==> src/rtl/pipelined_adder_pkg.sv <==
// Shared constants and elaboration helpers for the chunked pipelined adder.
// The optional subtract mode is enabled by defining PIPE_ADDER_SUB_EN.
package pipelined_adder_pkg;

  localparam int DEFAULT_WIDTH  = 32;
  localparam int DEFAULT_STAGES = 4;

  typedef int unsigned stage_idx_t;

  // Bits handled by one pipeline stage.
  function automatic int chunk_w(input int width, input int stages);
    return (stages > 0) ? (width / stages) : width;
  endfunction

  function automatic bit width_ok(input int width, input int stages);
    return (stages >= 1) && (width >= stages) && ((width % stages) == 0);
  endfunction

endpackage

==> src/rtl/pipelined_adder_if.sv <==
// Operand and result channels of the pipelined adder.
// The sub field only exists when PIPE_ADDER_SUB_EN is defined.
interface pipelined_adder_if #(
  parameter int WIDTH = 32
);
  // Handshake: a transfer happens on a rising edge where valid and ready are both 1.
  // The producer holds valid and payload stable until that edge; ready may not depend on valid.
  logic             in_valid;
  logic             in_ready;
  logic [WIDTH-1:0] A;
  logic [WIDTH-1:0] B;
  logic             Cin;
`ifdef PIPE_ADDER_SUB_EN
  logic             sub;
`endif
  logic             out_valid;
  logic             out_ready;
  logic [WIDTH-1:0] S;
  logic             Cout;

`ifdef PIPE_ADDER_SUB_EN
  modport master (
    output in_valid, A, B, Cin, sub, out_ready,
    input  in_ready, out_valid, S, Cout
  );
  modport slave (
    input  in_valid, A, B, Cin, sub, out_ready,
    output in_ready, out_valid, S, Cout
  );
`else
  modport master (
    output in_valid, A, B, Cin, out_ready,
    input  in_ready, out_valid, S, Cout
  );
  modport slave (
    input  in_valid, A, B, Cin, out_ready,
    output in_ready, out_valid, S, Cout
  );
`endif

endinterface

==> src/rtl/pipelined_adder_chunk.sv <==
// Combinational ripple-carry adder for one chunk of the pipelined adder.
module adder_chunk #(
  parameter int W = 8
) (
  input  logic [W-1:0] a,
  input  logic [W-1:0] b,
  input  logic         ci,
  output logic [W-1:0] s,
  output logic         co
);

  logic carry;

  always_comb begin
    carry = ci;
    s     = '0;
    for (int i = 0; i < W; i++) begin
      s[i]  = a[i] ^ b[i] ^ carry;
      carry = (a[i] & b[i]) | (a[i] & carry) | (b[i] & carry);
    end
    co = carry;
  end

endmodule

==> src/rtl/pipelined_adder.sv <==
// WIDTH-bit adder split into STAGES chunks, one chunk added per clock with a registered carry.
// Defining PIPE_ADDER_SUB_EN adds a per-operation subtract mode (B inverted, Cin inverted).
module pipelined_adder
  import pipelined_adder_pkg::*;
#(
  parameter int WIDTH  = DEFAULT_WIDTH,
  parameter int STAGES = DEFAULT_STAGES
) (
  input  logic               clk,
  input  logic               rst_n,
  pipelined_adder_if.slave   bus
);

  localparam int CW = chunk_w(WIDTH, STAGES);

  if (!width_ok(WIDTH, STAGES)) begin : g_bad_cfg
    $error("pipelined_adder: WIDTH must be a non-zero multiple of STAGES");
  end

  logic en;
  logic sub_eff;

  // Operand skew and sum de-skew registers shift right by one chunk per stage, so the
  // chunk a stage needs is always in the low bits and finished chunks enter at the top.
  logic [WIDTH-1:0] a_q   [STAGES];
  logic [WIDTH-1:0] a_d   [STAGES];
  logic [WIDTH-1:0] b_q   [STAGES];
  logic [WIDTH-1:0] b_d   [STAGES];
  logic [WIDTH-1:0] sum_q [STAGES];
  logic [WIDTH-1:0] sum_d [STAGES];
  logic [WIDTH-1:0] a_in  [STAGES];
  logic [WIDTH-1:0] b_in  [STAGES];
  logic [WIDTH-1:0] s_in  [STAGES];

  logic [STAGES-1:0] valid_q, valid_d;
  logic [STAGES-1:0] carry_q, carry_d;
  logic [STAGES-1:0] c_in, v_in;

  logic [STAGES-1:0][CW-1:0] chunk_s;
  logic [STAGES-1:0]         chunk_co;

`ifdef PIPE_ADDER_SUB_EN
  assign sub_eff = bus.sub;
`else
  assign sub_eff = 1'b0;
`endif

  assign en            = !valid_q[STAGES-1] | bus.out_ready;
  assign bus.in_ready  = en;
  assign bus.out_valid = valid_q[STAGES-1];
  assign bus.S         = sum_q[STAGES-1];
  assign bus.Cout      = carry_q[STAGES-1];

  always_comb begin
    a_in[0] = bus.A;
    b_in[0] = bus.B ^ {WIDTH{sub_eff}};
    c_in[0] = bus.Cin ^ sub_eff;
    s_in[0] = '0;
    v_in[0] = bus.in_valid;
    for (int k = 1; k < STAGES; k++) begin
      a_in[k] = a_q[k-1];
      b_in[k] = b_q[k-1];
      c_in[k] = carry_q[k-1];
      s_in[k] = sum_q[k-1];
      v_in[k] = valid_q[k-1];
    end
  end

  for (genvar g = 0; g < STAGES; g++) begin : g_stage
    adder_chunk #(.W(CW)) u_chunk (
      .a  (a_in[g][CW-1:0]),
      .b  (b_in[g][CW-1:0]),
      .ci (c_in[g]),
      .s  (chunk_s[g]),
      .co (chunk_co[g])
    );
  end

  always_comb begin
    valid_d = valid_q;
    carry_d = carry_q;
    for (int k = 0; k < STAGES; k++) begin
      a_d[k]   = a_q[k];
      b_d[k]   = b_q[k];
      sum_d[k] = sum_q[k];
      if (en) begin
        valid_d[k] = v_in[k];
        carry_d[k] = chunk_co[k];
        a_d[k]     = a_in[k] >> CW;
        b_d[k]     = b_in[k] >> CW;
        sum_d[k]   = s_in[k] >> CW;
        sum_d[k][WIDTH-CW +: CW] = chunk_s[k];
      end
    end
  end

  always_ff @(posedge clk or negedge rst_n) begin
    if (!rst_n) begin
      valid_q <= '0;
      carry_q <= '0;
      for (int k = 0; k < STAGES; k++) begin
        a_q[k]   <= '0;
        b_q[k]   <= '0;
        sum_q[k] <= '0;
      end
    end else begin
      valid_q <= valid_d;
      carry_q <= carry_d;
      for (int k = 0; k < STAGES; k++) begin
        a_q[k]   <= a_d[k];
        b_q[k]   <= b_d[k];
        sum_q[k] <= sum_d[k];
      end
    end
  end

endmodule
==> src/flat_wrapper.sv <==
// flat-port wrapper written by rule: the top's interface ports become plain ports
module pipelined_adder_flat import pipelined_adder_pkg::*;
#(
  parameter int WIDTH  = DEFAULT_WIDTH,
  parameter int STAGES = DEFAULT_STAGES
)
  (clk, rst_n, bus_in_valid, bus_A, bus_B, bus_Cin, bus_out_ready, bus_in_ready, bus_out_valid, bus_S, bus_Cout);
  pipelined_adder_if #(.WIDTH(WIDTH)) bus_i ();
  input  logic clk;
  input  logic rst_n;
  input wire logic [$bits(bus_i.in_valid)-1:0] bus_in_valid;
  input wire logic [$bits(bus_i.A)-1:0] bus_A;
  input wire logic [$bits(bus_i.B)-1:0] bus_B;
  input wire logic [$bits(bus_i.Cin)-1:0] bus_Cin;
  input wire logic [$bits(bus_i.out_ready)-1:0] bus_out_ready;
  output wire logic [$bits(bus_i.in_ready)-1:0] bus_in_ready;
  output wire logic [$bits(bus_i.out_valid)-1:0] bus_out_valid;
  output wire logic [$bits(bus_i.S)-1:0] bus_S;
  output wire logic [$bits(bus_i.Cout)-1:0] bus_Cout;
  assign bus_i.in_valid = bus_in_valid;
  assign bus_i.A = bus_A;
  assign bus_i.B = bus_B;
  assign bus_i.Cin = bus_Cin;
  assign bus_i.out_ready = bus_out_ready;
  assign bus_in_ready = bus_i.in_ready;
  assign bus_out_valid = bus_i.out_valid;
  assign bus_S = bus_i.S;
  assign bus_Cout = bus_i.Cout;
  pipelined_adder #(.WIDTH(WIDTH), .STAGES(STAGES)) u_core (.clk(clk), .rst_n(rst_n), .bus(bus_i));
endmodule
==> config.mk <==
export PLATFORM = sky130hd
export DESIGN_NAME = pipelined_adder_flat
export DESIGN_NICKNAME = d
export VERILOG_FILES = /design/src/rtl/pipelined_adder_pkg.sv /design/src/rtl/pipelined_adder_if.sv /design/src/rtl/pipelined_adder_chunk.sv /design/src/rtl/pipelined_adder.sv /design/src/flat_wrapper.sv
export SDC_FILE = /design/constraint.sdc
export NUM_CORES = 1
export LEC_CHECK = 0
export CORE_MARGIN = 3
export CORE_UTILIZATION = 63
export DETAILED_ROUTE_END_ITERATION = 10
export DONT_BUFFER_PORTS = 1
export PLACE_DENSITY = 0.88
export SLEW_MARGIN = 20
export SYNTH_ARGS = -nofsm -noshare
export SYNTH_HDL_FRONTEND = slang
export SYNTH_HIERARCHICAL = 1
export SYNTH_SLANG_ARGS = --single-unit
==> constraint.sdc <==
create_clock -name clk -period 4.7 [get_ports clk]
set_clock_uncertainty 0.15 [all_clocks]
set_input_delay 1.41 -clock clk [delete_from_list [all_inputs] [get_ports clk]]
set_output_delay 1.41 -clock clk [all_outputs]
set_load 0.02 [all_outputs]
# == Word level (Yosys, flattened, before mapping) ==
# Cells that the tools add are included.
# Widths: inputs -> output; s select.
# classes
bitwise_logic,225
reduce_logical,1
# op_table
operator,n
$and 1x1->1,96
$or 1x1->1,65
$xor 1x1->1,64
$logic_not 1->1,1
# totals
reg_bits,184
input_bits,69
output_inout_bits,35
elab_cells,238

# == Longest topological paths before layout ==
# Gate-level depths: netlist (run 1).
# depth
depth_word,24
depth_mapped,13

# == Modules after synthesis ==
# Netlist (run 1), hierarchy kept.
# by_module_without_submodules
module,n_inst,cells_per_inst,area_each_um2
pipelined_adder,1,390,7458.4
adder_chunk,4,18,197.7

# == Worst setup path before layout (run 1) ==
# Ideal clock, no wire load.
# synth_timing
path_kind,input port to flip-flop
start,in bus_A[0]
end,"reg u_core.sum_q, in the netlist u_core/s_in[95]"
arrival_ns,4.545
t_required_ns,4.486
setup_slack_ns,-0.059
cell_stages,13
path_cell_list,inv_1 fa_1 inv_1 fa_1 fa_1 fa_1 fa_1 fa_1 fa_1 inv_1 fa_1 inv_1 mux2_2
# synth_lines
element,line,rtl
from (decl),flat_wrapper.sv:12,input wire logic [$bits(bus_i.A)-1:0] bus_A;
"to (signal, indexed assignment)",pipelined_adder.sv:112,sum_q[k] <= sum_d[k];
to (decl),pipelined_adder.sv:29,logic [WIDTH-1:0] sum_q [STAGES];

==> metrics.txt, run 1 <==
outcome finished, final reports clean; Starting DRT DRC Count 205; I/O pins 104; initial core utilization 0.648; chip width 120 um; largest net degree at the start of global routing 185; HPWL Detailed 8.21 mm; final setup vio count 0; area delta synth->final 7.54%; Worst-Margin Slew 0.722 ns; Post-Syn Area 8250 um^2; Hold EP u_core/valid_q[3]; Max IR drop VDD 0.000430 V; core box area 12700 um^2; H-tree depth 4; worst setup path class primary input to flop; Setup Buffers After CTS 0; Tcrit/Tclk final 0.951; maximum clock insertion buffer count 2; ratio of cells with drive above 1 in the final layout 0.463; TritonCTS buffer count 17; Clock Latency Late Sink 0.43 ns; Die Y-Extent 120 um; final max-slew violation count 0; largest family of logic cells by synthesized area multiplexers; diode count 0; # rows 41; DRC viols 0; Clock Power Share 0.213; Crit Path Max Fanout 1; Crit path arrival time 4.68 ns; CP max stage delay 0.41 ns; combinational share of power 0.331; worst reg2reg setup slack 0.67 ns; Final WS setup 0.231 ns; Startpoint Class primary input; Slowest-stage cell, CP fa_1; TNS Setup 0 ns; Reg clk slew, reported paths 0.06 ns; pwr/cell area 729 nW/um^2; Critical Path Sink Type flop; non-filler cells, final 647; Adder-Cell Fraction of Synth Area 0.0777; average wire per standard cell 19.6 um; final hold vios 0; Reg power frac 0.457; most frequent cells in the layout 184 x dfrtp_1, 148 x mux2_4, 40 x inv_1; Port Buffer Count 0; slew margin rel. 0.519; CTS resizes 0; Lkg Pwr 4.33 nW; post-place setup slack -0.211 ns; Pwr Total 6.47 mW; # Max-Cap Violations 0; Mapped Cells 462; most common cell after layout, fill and taps aside dfrtp_1; sequential area share after synthesis 0.558; drt via density 5.36; Simple-Gate Fraction of Synth Area 0.00243; XOR/XNOR Fraction of Synth Area 0; number of global-route vias before repair 3960; Tmin final 4.47 ns; syn_nets 563; HP Start u_core/valid_q[2]; reg-to-reg critical path endpoint u_core/bus.S[31]; final wirelength 12.7 mm; NetSw 2.00 mW; post-synth cell types 9; CTS tree built; fmax 0.224 GHz; Placer Congestion 0.729; flops & latches, synth 184; Internal 4.46 mW; final net count 563; Die ar. 14500 um^2; CTS root buffer clkbuf_16; worst hold path stage count 1; First-pass DRT Iterations 4; first-pass GRT wire length 21.3 mm; yosys warns 6; crit-path cells inv_1 -> fa_1 -> inv_1 -> fa_1 -> fa_1 -> fa_1 -> fa_2 -> fa_2 -> fa_1 -> inv_1 -> fa_1 -> inv_1 -> mux2_2; Sw Share 0.310; gr usage total 0.192; total clock sinks 184; remaining antenna violation count 0; Mapped Avg Cell Area 17.9 um^2; initial antenna violation count 0; Hold WC Path Type flop to flop; R2R cell count 13; dpl cells 615; Crit path top cell by count fa_1; WP data required 4.91 ns; RSZ-0062 raised after global routing no; Final Util 0.697; hold buffers post-CTS 0; vias 3468; grt ovf 0; post-synthesis mux area share 0.317; Worst R2R Start u_core/b_in[0]; complex-gate fraction of the synthesized area 0
-- registers in the layout, summed over array words and instances (netlist names) --
register        flops
u_core/a_in        48
u_core/b_in        48
u_core/bus.S       32
u_core/carry_q      4
u_core/s_in        48
u_core/valid_q      4
-- worst max-delay path by stage --
stage | to | cells past startpoint | from
after global placement | u_core/s_in[95] | 13 | bus_A[0]
after global routing | u_core/s_in[95] | 13 | bus_A[0]
after CTS | u_core/s_in[95] | 13 | bus_A[0]
final | u_core/s_in[95] | 13 | bus_A[0]
after detailed placement | u_core/s_in[95] | 13 | bus_A[0]
after floorplan | u_core/s_in[95] | 13 | bus_A[0]
-- cells in the mapped netlist, drive strengths merged --
master / n / area (um^2)
nand2b: 2 / 20.0
dfrtp: 184 / 4600
fa: 32 / 641
mux2: 183 / 2620
buf: 21 / 218
inv: 40 / 150
-- kinds of logic after synthesis --
logic type / after synthesis
adders and majority gates: 32
buffers and inverters: 61
and+or+nand+nor: 2
DFF: 184
muxes: 183
-- worst max-delay path: cells and delay by family --
| kind | cells | cell delay (ns) |
|---|---|---|
| fa+ha+maj | 8 | 2.86 |
| buf+inv | 4 | 0.27 |
| mux | 1 | 0.14 |
-- metal layers --
layer / routed length (um) / track usage / share of wire / vias to the layer above
met3: 691 / 0.0631 / 0.055 / 12
li1: - / - / - / 1540
met2: 6490 / 0.309 / 0.51 / 83
met5: 0 / 0 / 0 / -
met1: 5320 / 0.247 / 0.42 / 1833
met4: 163 / 0.0708 / 0.013 / 0
-- power groups by stage --
stage                     clock, mW  sequential, mW  combinational, mW
after global placement            0            2.93               2.02
after detailed placement          0            2.98               2.15
final                          1.37            2.95               2.14
after global routing           1.48            3.06               2.34
after floorplan                   0            2.81               1.91
after CTS                      1.41            2.97               2.17
-- stage by stage --
stage | area (um^2) | hold WS (ns)
after detailed placement | 8290 | 0.301
after CTS | 8870 | 0.316
final | 8870 | 0.309
after floorplan | 8250 | 0.280
after global placement | 8290 | 0.290
after global routing | 8870 | 0.358
-- area by class of cell --
class	count	area, um^2
repair buffers	2	40.0
clock buffers	18	439
fillers	826	3850
multi-input cells	217	3280
clock inverters	14	140
flip-flops and latches	184	4600
inverters	40	150
well taps	172	215
No activity file was read; power rests on OpenSTA's default activity.
==> inputs of run 2 (changes only) <==
--- a/config.mk
+++ b/config.mk
@@ -6,10 +6,10 @@
 export NUM_CORES = 1
 export LEC_CHECK = 0
 export CORE_MARGIN = 3
-export CORE_UTILIZATION = 63
+export CORE_UTILIZATION = 54
 export DETAILED_ROUTE_END_ITERATION = 10
 export DONT_BUFFER_PORTS = 1
-export PLACE_DENSITY = 0.88
+export PLACE_DENSITY = 0.78
 export SLEW_MARGIN = 20
 export SYNTH_ARGS = -nofsm -noshare
 export SYNTH_HDL_FRONTEND = slang
==> metrics.txt, run 2 (synthesized netlist as in run 1, its figures left out) <==
CP max stage delay 0.41 ns (about the same); Crit path arrival time 4.62 ns (-0.06 ns); pwr/cell area 735 nW/um^2 (+0.80%); final setup vio count 0 (unchanged); Max IR drop VDD 0.000429 V (-0.22%); Worst R2R Start u_core/a_in[0]; TNS Setup 0 ns (unchanged); maximum clock insertion buffer count 2 (unchanged); # Max-Cap Violations 0 (unchanged); Starting DRT DRC Count 166 (-19%); M1 GR Usage 0.211 (-0.0363); largest net degree at the start of global routing 185 (unchanged); average wire per standard cell 18.1 um (-7.3%); met2 usage 0.220 (-0.0892); Die Y-Extent 130 um (+7.6%); DRC viols 0 (unchanged); ratio of cells with drive above 1 in the final layout 0.461 (-0.00211); I/O pins 104 (unchanged); most common cell after layout, fill and taps aside dfrtp_1; crit path to u_core/s_in[95]; Fin Hold WS 0.308 ns (-0.000376 ns); DP Area 8290 um^2 (about the same); gr usage total 0.151 (-0.0418); most frequent cells in the layout 184 x dfrtp_1, 148 x mux2_4, 40 x inv_1; final wirelength 12.0 mm (-5.6%); Startpoint Class primary input; Lkg Pwr 4.35 nW (+0.55%); initial core utilization 0.559 (-0.0893); Hold WC Path Type flop to flop; Tmin final 4.41 ns (-0.0546 ns); crit-path cells inv_1 -> fa_1 -> inv_1 -> fa_1 -> fa_1 -> fa_1 -> fa_2 -> fa_2 -> fa_1 -> inv_1 -> fa_1 -> inv_1 -> mux2_2; worst reg2reg setup slack 0.67 ns (about the same); slew margin rel. 0.417 (-0.102); CTS tree built; H-tree depth 4 (unchanged); fmax 0.227 GHz (+1.2%); total clock sinks 184 (unchanged); RSZ-0062 raised after global routing no; Crit path top cell by count fa_1; area delta synth->final 8.39%; Die ar. 16800 um^2 (+16%); grt ovf 0 (unchanged); Port Buffer Count 0 (unchanged); First-pass DRT Iterations 4 (unchanged); CTS root buffer clkbuf_16; Reg clk slew, reported paths 0.07 ns (about the same); diode count 0 (unchanged); Slowest-stage cell, CP fa_1; Clock Latency Late Sink 0.42 ns (about the same); # fillers 1081 (+31%); area of the multi-input gates 3280 um^2 (unchanged); Crit Path Max Fanout 1 (unchanged); WP data required 4.91 ns (about the same); Setup Buffers After CTS 0 (unchanged); Placer Congestion 0.714 (-2.2%); number of global-route vias before repair 3815 (-3.7%); # rows 44 (+7.3%); non-filler cells, final 659 (+1.9%); final max-slew violation count 0 (unchanged); hold buffers post-CTS 0 (unchanged); outcome finished, final reports clean; first-pass GRT wire length 19.7 mm (-7.7%); chip width 130 um (+7.6%); HPWL Detailed 7.58 mm (-7.7%); CTS resizes 0 (unchanged); M3 GR Usage 0.0552 (-0.00791); reg-to-reg critical path endpoint u_core/bus.S[31]; final net count 563 (unchanged); TritonCTS buffer count 17 (unchanged); busiest grt layer met2; Worst-Margin Slew 0.875 ns (+0.153 ns); vias 3465 (-0.087%); R2R cell count 13 (unchanged); design area 8940 um^2 (+0.79%); Critical Path Sink Type flop; drt via density 5.26 (-1.9%); core box area 14800 um^2 (+16%); Final WS setup 0.286 ns (+0.0546 ns); final hold vios 0 (unchanged); Tcrit/Tclk final 0.939 (-0.0116); dpl cells 627 (+2.0%); post-place setup slack -0.164 ns (+0.0469 ns); origin of the worst setup path bus_A[0]; initial antenna violation count 0 (unchanged); remaining antenna violation count 0 (unchanged); worst setup path class primary input to flop; register cell area after layout 4600 um^2 (unchanged)
run 2: cell types whose count changed in the layout (fill, tap and decap cells not counted), sizes merged:
cell    delta
clkinv     -2
inv        -3
bufinv     +3
clkbuf     +2
run 2: routing by layer:
metal / part of all wire / vias to the layer above
li1: - / 1552
met1: 0.46 / 1822
met2: 0.47 / 81
met3: 0.063 / 10
met4: 0.011 / 0
met5: 0 / -
run 2: worst max-delay path: cells and delay by family:
kind                     cells  cell delay (ns)
buffers and inverters        4             0.25
adder cells (fa/ha/maj)      8             2.81
multiplexers                 1             0.14
run 2: area by class of cell:
class / count / share of cell area
well taps: 184 / 0.0257
multi-input cells: 217 / 0.367
clock buffers: 20 / 0.0511
clock inverters: 12 / 0.0213
inverters: 40 / 0.0168
flip-flops and latches: 184 / 0.515
repair buffers: 2 / 0.00308
run 2: worst min-delay path by stage:
stage	start	to	slack, ns	depth (start not counted)
finish	u_core/valid_q[2]	u_core/valid_q[3]	0.31	1
global route	u_core/valid_q[2]	u_core/valid_q[3]	0.33	1
CTS	u_core/valid_q[2]	u_core/valid_q[3]	0.31	1
detailed placement	u_core/valid_q[2]	u_core/valid_q[3]	0.30	1
global placement	u_core/valid_q[2]	u_core/valid_q[3]	0.29	1
floorplan	u_core/valid_q[2]	u_core/valid_q[3]	0.28	1
run 2: through the flow:
step | utilization | total power, mW
3_3_place_gp | 0.562 | 4.96
2_1_floorplan | - | 4.72
3_5_place_dp | 0.562 | 5.09
5_1_grt | 0.606 | 6.98
6_report | 0.606 | 6.57
4_1_cts | 0.606 | 6.67
run 2: power breakdown:
group          switching, mW  internal [mW]  total [mW]  leakage, nW
Combinational          0.691           1.42        2.11         1.90
Clock                  0.603          0.928        1.53        0.309
Sequential             0.647           2.28        2.93         2.14
==> inputs of run 3 (changes only) <==
==> constraint.sdc (replaced) <==
create_clock -name clk -period 5.5 [get_ports clk]
set_clock_uncertainty 0.15 [all_clocks]
set_input_delay 1.65 -clock clk [delete_from_list [all_inputs] [get_ports clk]]
set_output_delay 1.65 -clock clk [all_outputs]
set_load 0.02 [all_outputs]
==> metrics.txt, run 3 (synthesized netlist as in run 1, its figures left out) <==
Worst-Margin Slew 1.09 ns (+0.220 ns); Lkg Pwr 4.33 nW (-0.54%); number of global-route vias before repair 3943 (+3.4%); # fillers 1118 (+3.4%); worst reg2reg setup slack 1.48 ns (+0.81 ns); Hold EP u_core/valid_q[3]; CTS root buffer clkbuf_16; Clock Latency Late Sink 0.42 ns (about the same); most frequent cells in the layout 184 x dfrtp_1, 148 x mux2_4, 40 x inv_1; initial core utilization 0.559 (unchanged); Tcrit/Tclk final 0.860; dpl cells 627 (unchanged); Critical Path Sink Type flop; TNS Setup 0 ns (unchanged); Reg clk slew, reported paths 0.06 ns (about the same); largest net degree at the start of global routing 185 (unchanged); most common cell after layout, fill and taps aside dfrtp_1; average wire per standard cell 18.6 um (+2.4%); final setup vio count 0 (unchanged); drt via density 5.27 (+0.20%); gr usage total 0.156 (+0.00504); # Max-Cap Violations 0 (unchanged); Startpoint Class primary input; final hold vios 0 (unchanged); WP data required 5.71 ns (+0.80 ns); TritonCTS buffer count 17 (unchanged); initial antenna violation count 0 (unchanged); remaining antenna violation count 0 (unchanged); worst hold path stage count 1 (unchanged); chip width 130 um (unchanged); hold buffers post-CTS 0 (unchanged); worst setup path class primary input to flop; HP Start u_core/valid_q[2]; CTS tree built; vias 3472 (+0.20%); RSZ-0062 raised after global routing no; final net count 563 (unchanged); final max-slew violation count 0 (unchanged); Fin Hold WS 0.311 ns (+0.00292 ns); H-tree depth 4 (unchanged); fmax 0.211 GHz; Worst R2R Start u_core/a_in[0]; grt ovf 0 (unchanged); Starting DRT DRC Count 153 (-7.8%); Die ar. 16800 um^2 (unchanged); Die Y-Extent 130 um (unchanged); maximum clock insertion buffer count 2 (unchanged); slew margin rel. 0.270 (-0.146); reg-to-reg critical path endpoint u_core/bus.S[31]; I/O pins 104 (unchanged); Crit Path Max Fanout 1 (unchanged); Pwr Total 5.47 mW (-17%); core box area 14800 um^2 (unchanged); Final Util 0.601 (-0.00543); non-filler cells, final 659 (unchanged); total clock sinks 184 (unchanged); final wirelength 12.2 mm (+2.4%); R2R cell count 13 (unchanged); Tmin final 4.73 ns; ratio of cells with drive above 1 in the final layout 0.459 (-0.00211); HPWL Detailed 7.88 mm (+4.0%); area delta synth->final 7.42%; first-pass GRT wire length 20.4 mm (+3.9%); DRC viols 0 (unchanged); outcome finished, final reports clean; pwr/cell area 617 nW/um^2 (-16%); Setup Buffers After CTS 0 (unchanged); First-pass DRT Iterations 4 (unchanged); diode count 0 (unchanged); Crit path arrival time 4.94 ns (+0.32 ns); Hold WC Path Type flop to flop; # rows 44 (unchanged); Placer Congestion 0.722 (+1.2%); Max IR drop VDD 0.000342 V (-20%); Port Buffer Count 0 (unchanged); CTS resizes 0 (unchanged)
## run 3: cell count changes in the layout (fill, tap and decap cells not counted), moves of 2 or more
cell	previous run	this run
fa_2	2	0
bufinv_16	4	1
clkinv_2	0	4
inv_6	1	3
fa_1	30	32
## run 3: metrics by stage
step / area (um^2) / setup WS, ns
floorplan: 8250 / 0.501
global placement: 8290 / 0.405
detailed placement: 8290 / 0.302
global route: 8860 / 0.605
finish: 8860 / 0.769
CTS: 8860 / 0.762
## run 3: worst max-delay path, cell delays in order
cell,delay [ns]
inv_1,0.06
fa_1,0.18
inv_1,0.05
fa_1,0.38
fa_1,0.39
fa_1,0.40
fa_1,0.39
fa_1,0.39
fa_1,0.38
inv_1,0.08
fa_1,0.41
inv_1,0.06
mux2_2,0.13
## run 3: worst max-delay path by stage
stage             start               to  slack (ns)  cells past startpoint
6_report       bus_A[0]  u_core/s_in[95]        0.77                     13
5_1_grt        bus_A[0]  u_core/s_in[95]        0.61                     13
4_1_cts        bus_A[0]  u_core/s_in[95]        0.76                     13
3_5_place_dp   bus_A[0]  u_core/s_in[95]        0.30                     13
3_3_place_gp   bus_A[0]  u_core/s_in[95]        0.41                     13
2_1_floorplan  bus_A[0]  u_core/s_in[95]        0.50                     13
## run 3: cell type report
cell class                 instances  area, um^2  area share
timing repair buffer               2        27.5     0.00311
clock buffer                      19         453      0.0511
multi-input combinational        217        3280       0.370
sequential                       184        4600       0.520
inverter                          40         150      0.0169
clock inverter                    13         119      0.0134
tap                              184         230      0.0260
## run 3: per-layer routing
layer / up-vias / part of all wire / global-route usage
met4: 0 / 0.010 / 0.0471
met5: - / 0 / 0
li1: 1546 / - / -
met2: 84 / 0.49 / 0.241
met3: 11 / 0.058 / 0.0548
met1: 1831 / 0.44 / 0.209
## run 3: power breakdown
part | total, mW | switching (mW) | leakage, nW | internal (mW)
clock network | 1.16 | 0.505 | 0.284 | 0.652
logic | 1.80 | 0.591 | 1.90 | 1.21
registers | 2.51 | 0.560 | 2.14 | 1.95
